**src/rtl/seg_scan_ctrl.sv**
```systemverilog
// Two-digit seven-segment scan controller: sequential binary-to-BCD conversion plus anode/segment multiplexing.
// Optional leading-zero blanking of the tens digit is enabled by defining SEG_LZB_EN.
module seg_scan_ctrl #(
  parameter int SCAN_DIV  = 100000,
  parameter int BLANK_CYC = 1000
) (
  input  logic       clk,
  input  logic       rst_n,
  input  logic [6:0] num,
  output logic [1:0] an,
  output logic [7:0] seg,
  output logic       conv_busy,
  output logic       frame_tick
);

  // state | meaning
  // C_IDLE  | waiting for num to differ from last_num
  // C_CONV  | seven shift-add-3 iterations
  // C_DONE  | commit BCD result and error flag to the display registers
  // S_SHOW0 | units digit lit
  // S_GAP0  | all dark between units and tens
  // S_SHOW1 | tens digit lit
  // S_GAP1  | all dark between tens and units
  localparam logic [1:0] C_IDLE = 2'd0;
  localparam logic [1:0] C_CONV = 2'd1;
  localparam logic [1:0] C_DONE = 2'd2;

  localparam logic [1:0] S_SHOW0 = 2'd0;
  localparam logic [1:0] S_GAP0  = 2'd1;
  localparam logic [1:0] S_SHOW1 = 2'd2;
  localparam logic [1:0] S_GAP1  = 2'd3;

  localparam int CW = (SCAN_DIV > 2) ? $clog2(SCAN_DIV) : 2;
  localparam logic [CW-1:0] SHOW_LAST = CW'(SCAN_DIV - BLANK_CYC - 1);
  localparam logic [CW-1:0] GAP_LAST  = CW'(BLANK_CYC - 1);

  localparam logic [7:0] SEG_DASH = 8'h40;

  logic [1:0]    conv_state;
  logic [6:0]    last_num;
  logic [14:0]   shift_q;
  logic [2:0]    iter_q;
  logic [3:0]    disp_tens;
  logic [3:0]    disp_units;
  logic          err_q;

  logic [1:0]    scan_state;
  logic [CW-1:0] slot_cnt;
  logic [CW-1:0] slot_last;

  logic [1:0]    an_d;
  logic [7:0]    seg_d;
  logic          frame_tick_d;

  function automatic logic [14:0] dabble_step(input logic [14:0] s);
    logic [14:0] t;
    t = s;
    if (t[14:11] >= 4'd5) t[14:11] = t[14:11] + 4'd3;
    if (t[10:7]  >= 4'd5) t[10:7]  = t[10:7]  + 4'd3;
    return {t[13:0], 1'b0};
  endfunction

  function automatic logic [7:0] decode(input logic [3:0] d);
    logic [7:0] r;
    case (d)
      4'd0:    r = 8'h3F;
      4'd1:    r = 8'h06;
      4'd2:    r = 8'h5B;
      4'd3:    r = 8'h4F;
      4'd4:    r = 8'h66;
      4'd5:    r = 8'h6D;
      4'd6:    r = 8'h7D;
      4'd7:    r = 8'h07;
      4'd8:    r = 8'h7F;
      4'd9:    r = 8'h6F;
      default: r = 8'h00;
    endcase
    return r;
  endfunction

  // Conversion engine: a change of num is only looked at in IDLE, so a mid-conversion
  // change is picked up on the edge after DONE.
  always_ff @(posedge clk or negedge rst_n) begin
    if (!rst_n) begin
      conv_state <= C_IDLE;
      last_num   <= 7'd0;
      shift_q    <= 15'd0;
      iter_q     <= 3'd0;
      disp_tens  <= 4'd0;
      disp_units <= 4'd0;
      err_q      <= 1'b0;
    end else begin
      case (conv_state)
        C_IDLE: begin
          if (num != last_num) begin
            last_num   <= num;
            shift_q    <= {8'd0, num};
            iter_q     <= 3'd0;
            conv_state <= C_CONV;
          end
        end
        C_CONV: begin
          shift_q <= dabble_step(shift_q);
          iter_q  <= iter_q + 3'd1;
          if (iter_q == 3'd6) conv_state <= C_DONE;
        end
        C_DONE: begin
          disp_tens  <= shift_q[14:11];
          disp_units <= shift_q[10:7];
          err_q      <= (last_num > 7'd99);
          conv_state <= C_IDLE;
        end
        default: conv_state <= C_IDLE;
      endcase
    end
  end

  assign conv_busy = (conv_state != C_IDLE);

  assign slot_last = (scan_state == S_SHOW0 || scan_state == S_SHOW1) ? SHOW_LAST : GAP_LAST;

  always_ff @(posedge clk or negedge rst_n) begin
    if (!rst_n) begin
      scan_state <= S_SHOW0;
      slot_cnt   <= '0;
    end else if (slot_cnt == slot_last) begin
      slot_cnt <= '0;
      case (scan_state)
        S_SHOW0: scan_state <= S_GAP0;
        S_GAP0:  scan_state <= S_SHOW1;
        S_SHOW1: scan_state <= S_GAP1;
        default: scan_state <= S_SHOW0;
      endcase
    end else begin
      slot_cnt <= slot_cnt + 1'b1;
    end
  end

  // Segments come only from the committed display registers, never from shift_q.
  always_comb begin
    an_d         = 2'b00;
    seg_d        = 8'h00;
    frame_tick_d = (scan_state == S_SHOW0) && (slot_cnt == '0);
    case (scan_state)
      S_SHOW0: begin
        an_d  = 2'b01;
        seg_d = err_q ? SEG_DASH : decode(disp_units);
      end
      S_SHOW1: begin
        an_d  = 2'b10;
        seg_d = err_q ? SEG_DASH : decode(disp_tens);
`ifdef SEG_LZB_EN
        if (!err_q && disp_tens == 4'd0) begin
          an_d  = 2'b00;
          seg_d = 8'h00;
        end
`endif
      end
      default: ;
    endcase
  end

  always_ff @(posedge clk or negedge rst_n) begin
    if (!rst_n) begin
      an         <= 2'b00;
      seg        <= 8'h00;
      frame_tick <= 1'b0;
    end else begin
      an         <= an_d;
      seg        <= seg_d;
      frame_tick <= frame_tick_d;
    end
  end

endmodule

```
**config.mk**
```make
export PLATFORM = sky130hd
export DESIGN_NAME = seg_scan_ctrl
export DESIGN_NICKNAME = d
export VERILOG_FILES = /design/src/rtl/seg_scan_ctrl.sv
export SDC_FILE = /design/constraint.sdc
export NUM_CORES = 1
export LEC_CHECK = 0
export ABC_AREA = 0
export BUFFER_PORTS_ARGS = -buffer_cell sky130_fd_sc_hd__buf_2
export CELL_PAD_IN_SITES_DETAIL_PLACEMENT = 1
export CELL_PAD_IN_SITES_GLOBAL_PLACEMENT = 1
export CORE_ASPECT_RATIO = 0.8
export CORE_MARGIN = 2
export CORE_UTILIZATION = 45
export CTS_BUF_LIST = sky130_fd_sc_hd__clkbuf_4
export CTS_CLUSTER_DIAMETER = 200
export DETAILED_ROUTE_END_ITERATION = 8
export PLACE_DENSITY_LB_ADDON = 0.1
export SETUP_SLACK_MARGIN = 0.1
export SYNTH_ARGS = -nofsm -noshare
export SYNTH_HDL_FRONTEND = slang
export SYNTH_SLANG_ARGS = --single-unit
export TNS_END_PERCENT = 10
```
**constraint.sdc**
```tcl
create_clock -name clk -period 2.95 [get_ports clk]
set_input_delay 0.7375 -clock clk [delete_from_list [all_inputs] [get_ports clk]]
set_output_delay 0.7375 -clock clk [all_outputs]
set_load 0.1 [all_outputs]
```
# Word level (Yosys, flattened, before mapping)
# Memory sizes are Yosys's and may differ from the RTL's.
# Index checks and enable logic that the tools add are counted.
# Widths: inputs -> output; s select.
[classes]
muxes = 16
add_sub_neg = 4
eq_ne = 9
n_lt_le_gt_ge = 3
reduce_logical = 10
[ops]
columns = ["op", "n"]
rows = [
  ["$mux 17", 2],
  ["$pmux 15 s2", 1],
  ["$add 17x1->17 const B", 1],
  ["$eq 17x17->1", 1],
  ["$logic_not 17->1", 1],
  ["$mux 8", 2],
  ["$pmux 8 s2", 1],
  ["$mux 15", 1],
  ["$ge 4x3->1 const B", 2],
  ["$pmux 2 s2", 2],
  ["$gt 7x7->1 const B", 1],
  ["$ne 7x7->1", 1],
  ["$mux 3", 2],
  ["$pmux 2 s3", 1],
  ["$pmux 3 s2", 1],
  ["$reduce_and 2->1", 3],
  ["$add 4x2->4 const B", 1],
  ["$eq 2x1->1 const B", 2],
  ["$eq 2x2->1 const B", 2],
  ["$logic_not 2->1", 2],
  ["$mux 2", 2],
  ["$mux 4", 1],
  ["$ne 2x2->1 const B", 2],
  ["$reduce_bool 2->1", 2],
  ["5 further kinds", 5],
]
[totals]
out_inout_bits = 12
memories = 2
romBits = 224
wordCells = 56
ff_bits = 66
[mem_list]
columns = ["name", "depth", "width", "rd", "rd_ports_with_merged_regs", "write_ports", "line_no", "rtl"]
rows = [
  ["(name not given)", 16, 7, 1, 0, 0, "65", "case (d)"],
  ["(name not given)", 16, 7, 1, 0, 0, "65", ""],
]

# Logic depth before layout (Yosys ltp)
[depth]
depth_word = 5
depth_mapped = 8

# Least setup slack after synthesis
# Ideal clock, no wire load.
[synth_path]
kind = "in2reg"
startpoint = "input num[5]"
endpoint = "register shift_q[10]"
cell_stages = 6
path_buffers = 2
required_ns = 2.886
slack_ns = 0.997
t_arrival_ns = 1.889
cell_sequence = "xor2_1 > or3_1 > buf_6 > o31ai_4 > buf_6 > a22o_2"
[synth_via]
elab_chain_len = 3
[synth_rtl]
columns = ["element", "line_no", "rtl"]
rows = [
  ["from (decl)", "9", "input logic [6:0] num,"],
  ["$ne 7x7->1", "95", "if (num != last_num) begin"],
  ["$ne 2x2->1 (no source line)", "-", ""],
  ["$reduce_and 2->1 (no source line)", "-", ""],
  ["to (signal assigned)", "97", "shift_q <= {8'd0, num};"],
  ["to (signal assigned)", "103", "shift_q <= dabble_step(shift_q);"],
  ["to (decl)", "41", "logic [14:0] shift_q;"],
]
# Every way passes these cells.
# A chain may end at the register's enable or synchronous reset.

# Worst setup path after layout
[layout_path]
startpoint = "register conv_state[0]"
endpoint = "output conv_busy"
[layout_via]
elab_chain_len = 1
[layout_rtl]
columns = ["element", "line_no", "rtl"]
rows = [
  ["from (decl)", "39", "logic [1:0] conv_state;"],
  ["from (signal assigned)", "85", "conv_state <= C_IDLE;"],
  ["from (signal assigned)", "99", "conv_state <= C_CONV;"],
  ["from (signal assigned)", "105", "if (iter_q == 3'd6) conv_state <= C_DONE;"],
  ["$reduce_bool 2->1", "118", "assign conv_busy = (conv_state != C_IDLE);"],
  ["to (decl)", "12", "output logic conv_busy,"],
]
# Every way passes these cells.

==> summary.md <==
| Metric | Value |
|---|---|
| Top cells by count, synth | 65 x dfrtp_1, 26 x nor2_1, 21 x ha_1, 21 x nand2_1, 19 x inv_1 |
| CP Cell Sequence | nor2_1 > inv_2 > buf_2 |
| RSZ-0062 raised after global routing | false |
| Number of global-route vias before repair | about 2.6k |
| Die height | between 80 and 90 um |
| Fill cells | 863 |
| GRT overflow | 0 |
| Num Clock Sinks | 65 |
| Final wirelength | roughly 7700 um |
| Nets | ~390 |
| Number of synthesized flops with an enable pin | 0 |
| CP startpoint kind | flip-flop |
| Sequential area share after synthesis | 45.66% |
| Crit path max-delay cell type | nor2_1 |
| Clock slew at reported path FFs | approximately 0.12 ns |
| Io pins | 21 |
| Initial Utilization | 47.29% |
| Drt initial violations | roughly 110 |
| Top post-synthesis cells by area | dfrtp_1 46%, ha_1 7.4%, mux2_2 5.1% |
| Status | completed |
| Slew HR | about three fifths |
| Post-CTS Resized | 0 |
| CP Class | flip-flop to primary output |
| Syn Nets | about 380 |
| Primary FF master, synth | dfrtp_1 |
| Root Driver | clkbuf_4 |
| Final HPWL DP | approximately 5400 um |
| FF-to-FF Start | slot_cnt[3]$_DFF_PN0_ |
| Largest net degree at the start of global routing | 42 |
| IO buf count | 19 |
| Max Clock Skew | ~0.0080 ns |
| Routed Antenna Nets | 0 |
| TritonCTS clock tree | done |
| CP startpoint | conv_state[0]$_DFFE_PN0P_ |
| VDD IR max | ~0.54 mV |
| Hold Fails Final Rpt | 0 |
| YS warnings | 0 |
| Vias | 2,590 |
| Layout cells sized above 1 | 19.02% |
| Worst Tran Pin Value | about 0.63 ns |
| Area Overhead vs Synth | 10.57% |
| Worst reg2reg setup slack | just over 0.9 ns |
| Crit. End Element | primary output |
| Syn_area_per_cell | 10.33 um2 |
| Post-route cell area | between 3000 and 4000 um2 |
| CP endpoint | conv_busy |
| First-pass GRT wire length | ~13,000 um |
| Core footprint | 7532 um2 |
| Critical Path Max Stage Delay | approximately 0.5 ns |
| Fmax | roughly 380 MHz |
| Cell area after synthesis | about 3600 um2 |
| Count of different cell masters after synthesis | 47 |
| GPL Wtd Cong | approximately 0.8 |
| Power per Cell Area | approximately 1000 nW/um2 |
| P_leak | between 1.5 and 2 nW |
| Cells after Synth | 345 |
| Routed wire per std cell | 16.23 um |
| Drt via density | between 5 and 6 |
| Die Footprint | ~8600 um2 |
| Arrival @ worst endpoint | between 1.5 and 2 ns |
| Die width | 103.5 um |
| Final period utilization | roughly nine tenths |
| First-pass detailed-route iteration total | 4 |
| GR Util All Layers | 19.77% |
| Clock latency on the worst-skew pair | about 0.40 ns |
| Max cap viols | 0 |
| DRC errors left | 0 |
| Post-Layout Cell Count | around 470 |
| Inserted Diodes | 0 |
| Clock Path Buffers | 2 |
| Cts bufs inserted | 9 |
| Post-layout minimum cycle time | approximately 2.6 ns |
| CTS Hold Bufs | 0 |
| Row cnt | 28 |
| Post-CTS setup repair buffer count | 0 |
| Pins over their slew limit | 0 |
| Worst EP required | 2.21 ns |
| Synthesized flop and latch total | 65 |
| Final setup TNS | 0 ns |
| Cells after DPL | approximately 460 |
| Antenna violations before repair | 0 |
| Most frequent cell after synthesis | dfrtp_1 |
| Asr flop ratio synth | 100.0% |
| R2R Path End | scan_state[0]$_DFFE_PN0N_ |
| Class of the worst hold path | input pin to async pin |
| Max FO, Critical Path | 8 |
| R2R depth | 5 |
| DP Area | around 3700 um2 |
| H-Tree Depth | 3 |
| Setup violators final | 0 |
| Cell taking the most area after synthesis | dfrtp_1 |
| Yosys top cell area share | between 40% and 50% |
==> stage by stage <==
| step | power [mW] | setup WS (ns) | hold WS [ns] | util, % |
|---|---|---|---|---|
| final | 3.991 | 0.3382 | 0.3254 | 52.29 |
| after global routing | 4.294 | 0.1924 | 0.3341 | 52.29 |
| after CTS | 4.036 | 0.2825 | 0.3170 | 52.29 |
| after detailed placement | 3.146 | 0.5453 | 0.4891 | 49.50 |
| after global placement | 3.105 | 0.5834 | 0.4705 | 49.50 |
| after floorplan | 2.824 | 0.9975 | 0.4419 | - |
==> metal layers <==
layer | vias up | share of wire [%] | GRT usage, %
met2 | 53 | 46 | 28.74
met1 | 1278 | 50 | 28.86
li1 | 1248 | - | -
met4 | 0 | 1.2 | 5.622
met3 | 11 | 3.2 | 5.193
met5 | - | 0 | 0
==> cells by family (layout without fill, tap and decap cells) <==
logic type,count (synthesis),count (layout),share of synthesized area [%]
adder cells (fa/ha/maj),21,21,7.376
buffers and inverters,38,61,5.409
XOR/XNOR,24,24,5.901
multiplexers,18,18,5.620
AO/OA/AOI/OAI,68,68,13.31
AND/OR/NAND/NOR,110,110,16.61
flip-flops,65,65,45.66
other,1,1,0.1053
==> worst min path at each step <==
stage / start / to / depth (start not counted)
floorplan: rst_n / an[0]$_DFF_PN0_ / 0
global placement: slot_cnt[0]$_DFF_PN0_ / slot_cnt[0]$_DFF_PN0_ / 1
detailed placement: slot_cnt[0]$_DFF_PN0_ / slot_cnt[0]$_DFF_PN0_ / 1
CTS: rst_n / seg[0]$_DFF_PN0_ / 1
global route: rst_n / seg[0]$_DFF_PN0_ / 1
finish: rst_n / disp_tens[0]$_DFFE_PN0N_ / 1
==> flip-flops by register name (all words and copies together) (netlist names) <==
name,flops
slot_cnt,17
shift_q,15
last_num,7
seg,7
disp_tens,4
disp_units,4
iter_q,3
an,2
conv_state,2
scan_state,2
err_q,1
frame_tick,1
==> layout by cell type, fill, tap and decap left out, types with 2 or more instances in the layout <==
master     synthesis  layout
nand4b_1           7       7
mux2_2            16      16
nand3_1           13      13
clkinv_4           0       2
o31ai_1            3       3
nand4_1            6       6
clkbuf_4           0       9
and2_1             3       3
nor4_1             2       2
and4_1             2       2
nor4b_1            3       3
and3_1             5       5
dfrtp_1           65      65
a22o_2             7       7
o22ai_1            6       6
nor2b_1            4       4
nor2_1            26      26
a21oi_1           14      14
o2bb2ai_1          2       2
nand2b_1           9       9
inv_1             19      19
or4_1              2       2
o211ai_1           9       9
bufinv_16          0       4
nand2_1           21      21
ha_1              21      21
mux2i_1            2       2
o21ai_0           14      14
xor2_1            14      14
buf_4              2       5
a22oi_1            8       8
xnor2_1           10      10
buf_2              2      19
nor3_1             2       2
==> critical path, delay by kind of cell, from the launching register on <==
| family | cells | cell delay (ns) |
|---|---|---|
| buffers and inverters | 2 | 0.56 |
| AND/OR/NAND/NOR | 1 | 0.50 |
| flip-flops | 1 | 0.40 |
==> area by class of cell <==
class | count | area (um2) | share of cell area [%]
Tap cell | 105 | 131.4 | 3.335
Sequential cell | 65 | 1627 | 41.30
Timing Repair Buffer | 25 | 152.6 | 3.875
Clock inverter | 7 | 142.6 | 3.621
Clock buffer | 9 | 67.56 | 1.715
Multi-Input combinational cell | 242 | 1743 | 44.25
Inverter | 20 | 75.07 | 1.906
==> where the power goes <==
| part | internal (mW) | total [mW] | switching [mW] |
|---|---|---|---|
| Combinational | 0.645 | 1.72 | 1.08 |
| Clock | 0.516 | 0.856 | 0.340 |
| Sequential | 1.15 | 1.41 | 0.258 |
No activity file was read; power rests on OpenSTA's default activity.
